$ cat config.mk
export PLATFORM = sky130hd
export DESIGN_NAME = instr_sequencer
export DESIGN_NICKNAME = d
export VERILOG_FILES = /design/src/rtl/instr_sequencer.sv
export SDC_FILE = /design/constraint.sdc
export NUM_CORES = 1
export LEC_CHECK = 0
export BUFFER_PORTS_ARGS = -buffer_cell sky130_fd_sc_hd__clkbuf_2
export CORE_AREA = 2 2 77 79
export DETAILED_ROUTE_END_ITERATION = 8
export DIE_AREA = 0 0 79 81
export PLACE_DENSITY = 0.9
export SLEW_MARGIN = 10
export SYNTH_ARGS = -nofsm -noshare
export SYNTH_HDL_FRONTEND = slang
export SYNTH_SLANG_ARGS = --single-unit
$ cat constraint.sdc
create_clock -name clk -period 2.8 [get_ports clk]
set_input_delay 0.14 -clock clk [delete_from_list [all_inputs] [get_ports clk]]
set_output_delay 0.14 -clock clk [all_outputs]
set_load 0.05 [all_outputs]
$ cat src/rtl/instr_sequencer.sv
// rtl/instr_sequencer.sv - fetch/execute/memory/retire controller for the 9-bit-instruction core
module instr_sequencer #(
    parameter int PC_W  = 10,
    parameter int CNT_W = 16
) (
    input  logic             clk,
    input  logic             reset_n,
    input  logic             start,
    input  logic [PC_W-1:0]  start_pc,
    output logic             imem_req,
    output logic [PC_W-1:0]  imem_addr,
    input  logic             imem_ack,
    input  logic [8:0]       imem_rdata,
    output logic [8:0]       inst,
    output logic             exec_en,
    input  logic             branch_flag,
    input  logic             cond_branch,
    input  logic             cmp_true,
    input  logic             mem_to_reg,
    input  logic             mem_write,
    input  logic             reg_write,
    input  logic [PC_W-1:0]  target,
    output logic             dmem_req,
    input  logic             dmem_ack,
    output logic             rf_we,
    output logic [PC_W-1:0]  pc,
    output logic [CNT_W-1:0] retire_cnt,
    output logic             halted
);
    localparam logic [8:0] HALT_OP = 9'h1FE;

    typedef enum logic [2:0] {
        S_IDLE, S_FETCH, S_EXEC, S_MEM, S_RETIRE, S_HALT
    } state_t;

    state_t           state;
    logic             take_q;
    logic [PC_W-1:0]  target_q;
    logic             we_q;

    assign imem_addr = pc;

    always_ff @(posedge clk or negedge reset_n) begin
        if (!reset_n) begin
            state      <= S_IDLE;
            pc         <= '0;
            inst       <= '0;
            imem_req   <= 1'b0;
            exec_en    <= 1'b0;
            dmem_req   <= 1'b0;
            rf_we      <= 1'b0;
            retire_cnt <= '0;
            halted     <= 1'b0;
            take_q     <= 1'b0;
            target_q   <= '0;
            we_q       <= 1'b0;
        end else begin
            exec_en <= 1'b0;
            rf_we   <= 1'b0;
            case (state)
                S_IDLE, S_HALT: begin
                    if (start) begin
                        pc         <= start_pc;
                        retire_cnt <= '0;
                        imem_req   <= 1'b1;
                        halted     <= 1'b0;
                        state      <= S_FETCH;
                    end
                end
                S_FETCH: begin
                    if (imem_ack) begin
                        imem_req <= 1'b0;
                        if (imem_rdata == HALT_OP) begin
                            halted <= 1'b1;
                            state  <= S_HALT;
                        end else begin
                            inst    <= imem_rdata;
                            exec_en <= 1'b1;
                            state   <= S_EXEC;
                        end
                    end
                end
                S_EXEC: begin
                    // A jump and a taken conditional branch share the same target.
                    take_q   <= branch_flag | (cond_branch & cmp_true);
                    target_q <= target;
                    // Load+store together is treated as a store: no register write.
                    we_q     <= reg_write & ~(mem_to_reg & mem_write);
                    if (mem_to_reg || mem_write) begin
                        dmem_req <= 1'b1;
                        state    <= S_MEM;
                    end else begin
                        rf_we <= reg_write;
                        state <= S_RETIRE;
                    end
                end
                S_MEM: begin
                    if (dmem_ack) begin
                        dmem_req <= 1'b0;
                        rf_we    <= we_q;
                        state    <= S_RETIRE;
                    end
                end
                S_RETIRE: begin
                    pc <= take_q ? target_q : pc + 1'b1;
                    if (retire_cnt != '1) begin
                        retire_cnt <= retire_cnt + 1'b1;
                    end
                    imem_req <= 1'b1;
                    state    <= S_FETCH;
                end
                default: state <= S_IDLE;
            endcase
        end
    end
endmodule

# After elaboration in Yosys (flattened, before gate mapping)
# Cells that the tools add are included.
dict set report word_totals {
  reg_bits 55
  output_inout_bits 50
  wordCells 75
}
dict set report classes {
  n_addsub 2
  n_eq_ne 13
  n_mux 28
  bitwise_logic 6
  n_reduce_logical 14
}
# op n
set ops {}
lappend ops {{16-bit two-way mux} 2}
lappend ops {{16-bit one-hot mux with 2 select lines} 1}
lappend ops {{10-bit two-way mux} 2}
lappend ops {{10-bit one-hot mux with 2 select lines} 1}
lappend ops {{16-bit by 1-bit adder with 16-bit output (second input constant)} 1}
lappend ops {{16-bit != test (second input constant)} 1}
lappend ops {{3-bit two-way mux} 5}
lappend ops {{3-bit one-hot mux with 5 select lines} 1}
lappend ops {{3-bit AND reduction} 5}
lappend ops {{1-bit two-way mux} 12}
lappend ops {{2-bit != test (second input constant)} 6}
lappend ops {{10-bit by 1-bit adder with 10-bit output (second input constant)} 1}
lappend ops {{9-bit equality test (second input constant)} 1}
lappend ops {{3-bit by 2-bit equality test with 1-bit output (second input constant)} 2}
lappend ops {{3-bit equality test (second input constant)} 2}
lappend ops {{1-bit one-hot mux with 2 select lines} 3}
lappend ops {{2-bit nonzero test} 3}
lappend ops {{4-bit AND reduction} 1}
lappend ops {{1-bit bitwise AND} 3}
lappend ops {{3-bit by 1-bit equality test with 1-bit output (second input constant)} 1}
lappend ops {{3-bit logical NOT} 1}
lappend ops {{1-bit one-hot mux with 3 select lines} 1}
lappend ops {{3-bit nonzero test} 1}
lappend ops {{1-bit NOT} 2}
lappend ops {{other kinds (4)} 4}

# Longest topological paths before layout
dict set report logic_depth {
  word_depth 4
  depth_mapped 6
  ltp_nobuf 5
}

# Worst setup path before layout
# OpenSTA, ideal clock, no wires.
dict set report synth_path {
  kind {register -> register}
  startpoint {register retire_cnt[3]}
  endpoint {register retire_cnt[9]}
  setup_ns 0.085
  arrival_ns 1.853
  t_required_ns 2.715
  setup_slack_ns 0.862
  stages_incl_launch_ff 7
  path_buffers 2
  synth_period_minus_slack_ns 1.938
  cell_sequence {dfrtp_1 > and4_1 > buf_2 > and3b_1 > buf_2 > a311oi_1 > mux2i_1}
}
dict set report synth_between {
  elab_chain_cells 3
  elab_cells_between_ends 6
  cone_classes {add/sub: 1; eq/ne: 2; mux: 2; reduce/logical: 1}
}
# item line_no
set synth_lines {}
lappend synth_lines {{start: declaration} 27} ;# output logic [CNT_W-1:0] retire_cnt,
lappend synth_lines {{start signal: assignment} 107} ;# retire_cnt <= retire_cnt + 1'b1;
lappend synth_lines {{16-bit by 1-bit adder with 16-bit output or 16-bit != test (tied branches)} {107, 106}}
lappend synth_lines {{16-bit two-way mux or 2-bit != test (tied branches)} -}
lappend synth_lines {{16-bit one-hot mux with 2 select lines or 3-bit AND reduction (tied branches)} -}
# Parallel ways exist; a longest one is shown, timed or not. The select of a mux whose other input is x is not followed.
# A chain may end at the register's enable or synchronous reset.

# Worst setup path after layout
dict set report layout_path {
  startpoint {register state[2]}
  endpoint {register pc[6] (netlist: imem_addr[6])}
}
dict set report layout_between {
  elab_chain_cells 4
  elab_cells_between_ends 8
  cone_classes {eq/ne: 3; mux: 1; reduce/logical: 4}
}
# item line_no
set layout_lines {}
lappend layout_lines {{start: declaration} 36} ;# state_t state;
lappend layout_lines {{start signal: assignment} 45} ;# state <= S_IDLE;
lappend layout_lines {{start signal: assignment} 67} ;# state <= S_FETCH;
lappend layout_lines {{start signal: assignment} 75} ;# state <= S_HALT;
lappend layout_lines {{3-bit equality test or 3-bit logical NOT (tied branches)} 60} ;# case (state)
lappend layout_lines {{2-bit OR reduction} 60}
lappend layout_lines {{2-bit != test (no source line) or 2-bit nonzero test (tied branches)} -}
lappend layout_lines {{2-bit AND reduction (no source line)} -}
lappend layout_lines {{end signal: assignment} 63} ;# pc <= start_pc;
lappend layout_lines {{end signal: assignment} 105} ;# pc <= take_q ? target_q : pc + 1'b1;
lappend layout_lines {{end: declaration} 26} ;# output logic [PC_W-1:0] pc,
# Parallel ways exist; a longest one is shown, timed or not.

==> results_dict.tcl <==
set metrics [dict create \
    clkPwrFrac_pct 10.8 \
    antenna_cells 0 \
    cts-root-buf "clkbuf_8" \
    grt_max_degree 25 \
    arrival_ps 2290 \
    internal_power_w 0.00193 \
    num_vias 2665 \
    wirelength_um 7160 \
    wire_per_inst_um 15.9 \
    cp.required_ps 3010 \
    synth_top_area_cell "dfrtp_1" \
    fin_crit_ps 2070 \
    power.leakage_nw 1.61 \
    run_status "completed" \
    skew_ps 7.82 \
    gp_congestion 0.921 \
    rsz0062_at_grt "no" \
    hp-class "in2reg" \
    worstSkewPairLatency_ps 320 \
    worst_pin_slew_ps 814 \
    post_cts_buffers 0 \
    drc 0 \
    grtUsageTotal_pct 23.8 \
    ios 90 \
    power_density_mw_per_mm2 1140 \
    pre_cts_slack_ps 743 \
    grt_overflow_total 0 \
    hold_viol 0 \
    start_util_pct 53.8 \
    dpl.cell_count 442 \
    viasPerCell 5.91 \
    dieHeight_um 81 \
    critPathKind "reg2reg" \
    p_sw_w 0.00212 \
    yosysWarnings 0 \
    maxCapViolations 0 \
    postSynthCellCount 299 \
    clk_pin_slew_ps 100 \
    htreeDepth 2 \
    clkSinkCount 55 \
    ys.flop_type "dfrtp_1" \
    ys_types 58 \
    r2r_setup_slack_ps 730 \
    p_seq_share_pct 35.0 \
    path_max_fanout 16 \
    grt_pass1_vias 2434 \
    tns_ps 0 \
    drt_iter0_drc 361 \
    cts_tree "yes" \
    dp_hpwl_um 5390 \
    ys_seq_area_share_pct 45.1 \
    synth-edff-count 0 \
    setup.worst_path.start_class "flip-flop" \
    ant_nets 0 \
    synthArstFlopShare_pct 100 \
    whs_ps 52.5 \
    numCtsBuffers 5 \
    grt_pass1_wl_um 11900 \
    max_freq_mhz 482 \
    final_cells 451 \
    switching_share_pct 52.3 \
    row_count 28 \
    syn_area_mm2 0.00305 \
    layout_worst_path_cycle_share_pct 74.1 \
    slew-limit-headroom_pct 45.6 \
    drv_slew 0 \
    syn_to_final_growth_pct 16.1 \
    syn_nets 341 \
    fin_ws_ps 725 \
    nFillCells 485 \
    die_x_um 79 \
    power_frac_comb_pct 54.2 \
    antenna_found_initial 0 \
    ys_ff_latch 55 \
    core_area_mm2 0.00568 \
    portBuffers 89 \
    cp-end-kind "flip-flop" \
    peakVddDrop_v 0.000730 \
    synth.area.top_cells "dfrtp_1 (45%), mux2_2 (7.0%), mux2i_1 (4.3%)" \
    setup_viol_count_final 0 \
    fin_nets 417 \
    drt-pass1-iter-count 5 \
    syn_avg_cell_area_um2 10.2 \
    drive_gt1_share_pct 34.6 \
    clock_path_buffers 2 \
    dieArea_mm2 0.00640 \
    netlist.area_leader.share_pct 45.1 \
]
[timing repair]
action / in CTS / in global routing
hold buffers: 1 / 0
gates resized for setup: 0 / 0
endpoints found under the setup margin: 0 / 0
hold endpoints to repair: 16 / 0
[stage by stage]
step                      util [%]  total power [W]  instance area [um^2]
after floorplan                  -          0.00323                  3050
after global placement        60.8          0.00355                  3450
after detailed placement      60.8          0.00362                  3450
after CTS                     62.5          0.00406                  3550
after global routing          62.5          0.00431                  3550
final                         62.5          0.00405                  3550
[flip-flops by register name, summed over array words and instances (netlist names)]
register,cells
rf_we,1
inst,9
take_q,1
target_q,10
retire_cnt,16
we_q,1
imem_addr,10
exec_en,1
state,3
dmem_req,1
imem_req,1
halted,1
[cells in the mapped netlist (3+ instances only)]
library cell,instances
a21oi_1,12
mux2i_1,13
mux2_2,19
inv_1,4
nand2_1,34
buf_2,4
dfrtp_1,55
a31oi_1,4
and3_1,4
o22ai_1,6
nand2b_1,10
o21ai_0,11
nand3_1,12
a211oi_1,9
o211ai_1,5
nor2b_1,3
nand4_1,4
buf_6,3
clkbuf_1,4
o21a_1,3
a311oi_1,4
buf_4,13
xnor2_1,5
and4_1,3
nor3_1,7
nor2_1,7
[power by group through the flow]
stage,clock network [W],logic (W),registers [W]
global placement,0,0.00214,0.00141
global route,0.000479,0.00236,0.00147
floorplan,0,0.00135,0.00188
finish,0.000437,0.00219,0.00142
CTS,0.000439,0.00220,0.00142
detailed placement,0,0.00219,0.00143
[layout make-up]
class	count	area (um^2)	share of cell area, %
clock buffers	6	72.6	2.05
clock inverters	2	12.5	0.353
inverters	6	22.5	0.635
multi-input cells	213	1480	41.8
flip-flops and latches	55	1380	38.8
well taps	75	93.8	2.65
repair buffers	94	485	13.7
[final timing paths]
kind / from / endpoint / depth (start not counted)
max reg2reg: state[2] / imem_addr[6] / 4
min in group asynchronous: reset_n / target_q[8] / 2
min reg2reg: halted / halted / 1
max: state[2] / imem_addr[6] / 4
max in group asynchronous: reset_n / retire_cnt[9] / 3
min: target[3] / target_q[3] / 2
[per-layer routing]
layer,global-route usage (%),routed length [um]
met3,6.11,735
met5,0,0
met1,31.6,3010
met4,8.97,97
met2,37.7,3320
[logic make-up (layout without fill, tap and decap cells)]
family | after synthesis | after routing | synth area share [%]
adders and majority gates | 2 | 2 | 0.820
muxes | 32 | 32 | 11.3
buffers and inverters | 31 | 108 | 6.35
DFF | 55 | 55 | 45.1
and+or+nand+nor | 101 | 101 | 18.3
xor gates and xnor gates | 5 | 5 | 1.43
AOI/OAI and AO/OA | 73 | 73 | 16.7
[placed cells by master (no fill, tap or decap), types with 3 or more instances in the layout]
cell type / netlist / layout
nor2b_1: 3 / 3
o21a_1: 3 / 3
clkbuf_2: 1 / 89
nand4_1: 4 / 4
nand2_1: 34 / 34
o21ai_0: 11 / 11
inv_1: 4 / 4
mux2_2: 19 / 19
nor3_1: 7 / 7
clkbuf_8: 0 / 5
a311oi_1: 4 / 4
and4_1: 3 / 3
and3_1: 4 / 4
o211ai_1: 5 / 5
a211oi_1: 9 / 9
xnor2_1: 5 / 5
a21oi_1: 12 / 12
nand3_1: 12 / 12
nor2_1: 7 / 7
mux2i_1: 13 / 13
nand2b_1: 10 / 10
o22ai_1: 6 / 6
dfrtp_1: 55 / 55
buf_4: 13 / 4
a31oi_1: 4 / 4
[worst max-delay path, cell delays in order (launching register included)]
cell and delay [ps]:
dfrtp_1 690, nand2_1 220, a21oi_1 650, nand2_1 100, a211o_1 310
Power figures use the tool's default switching activity.
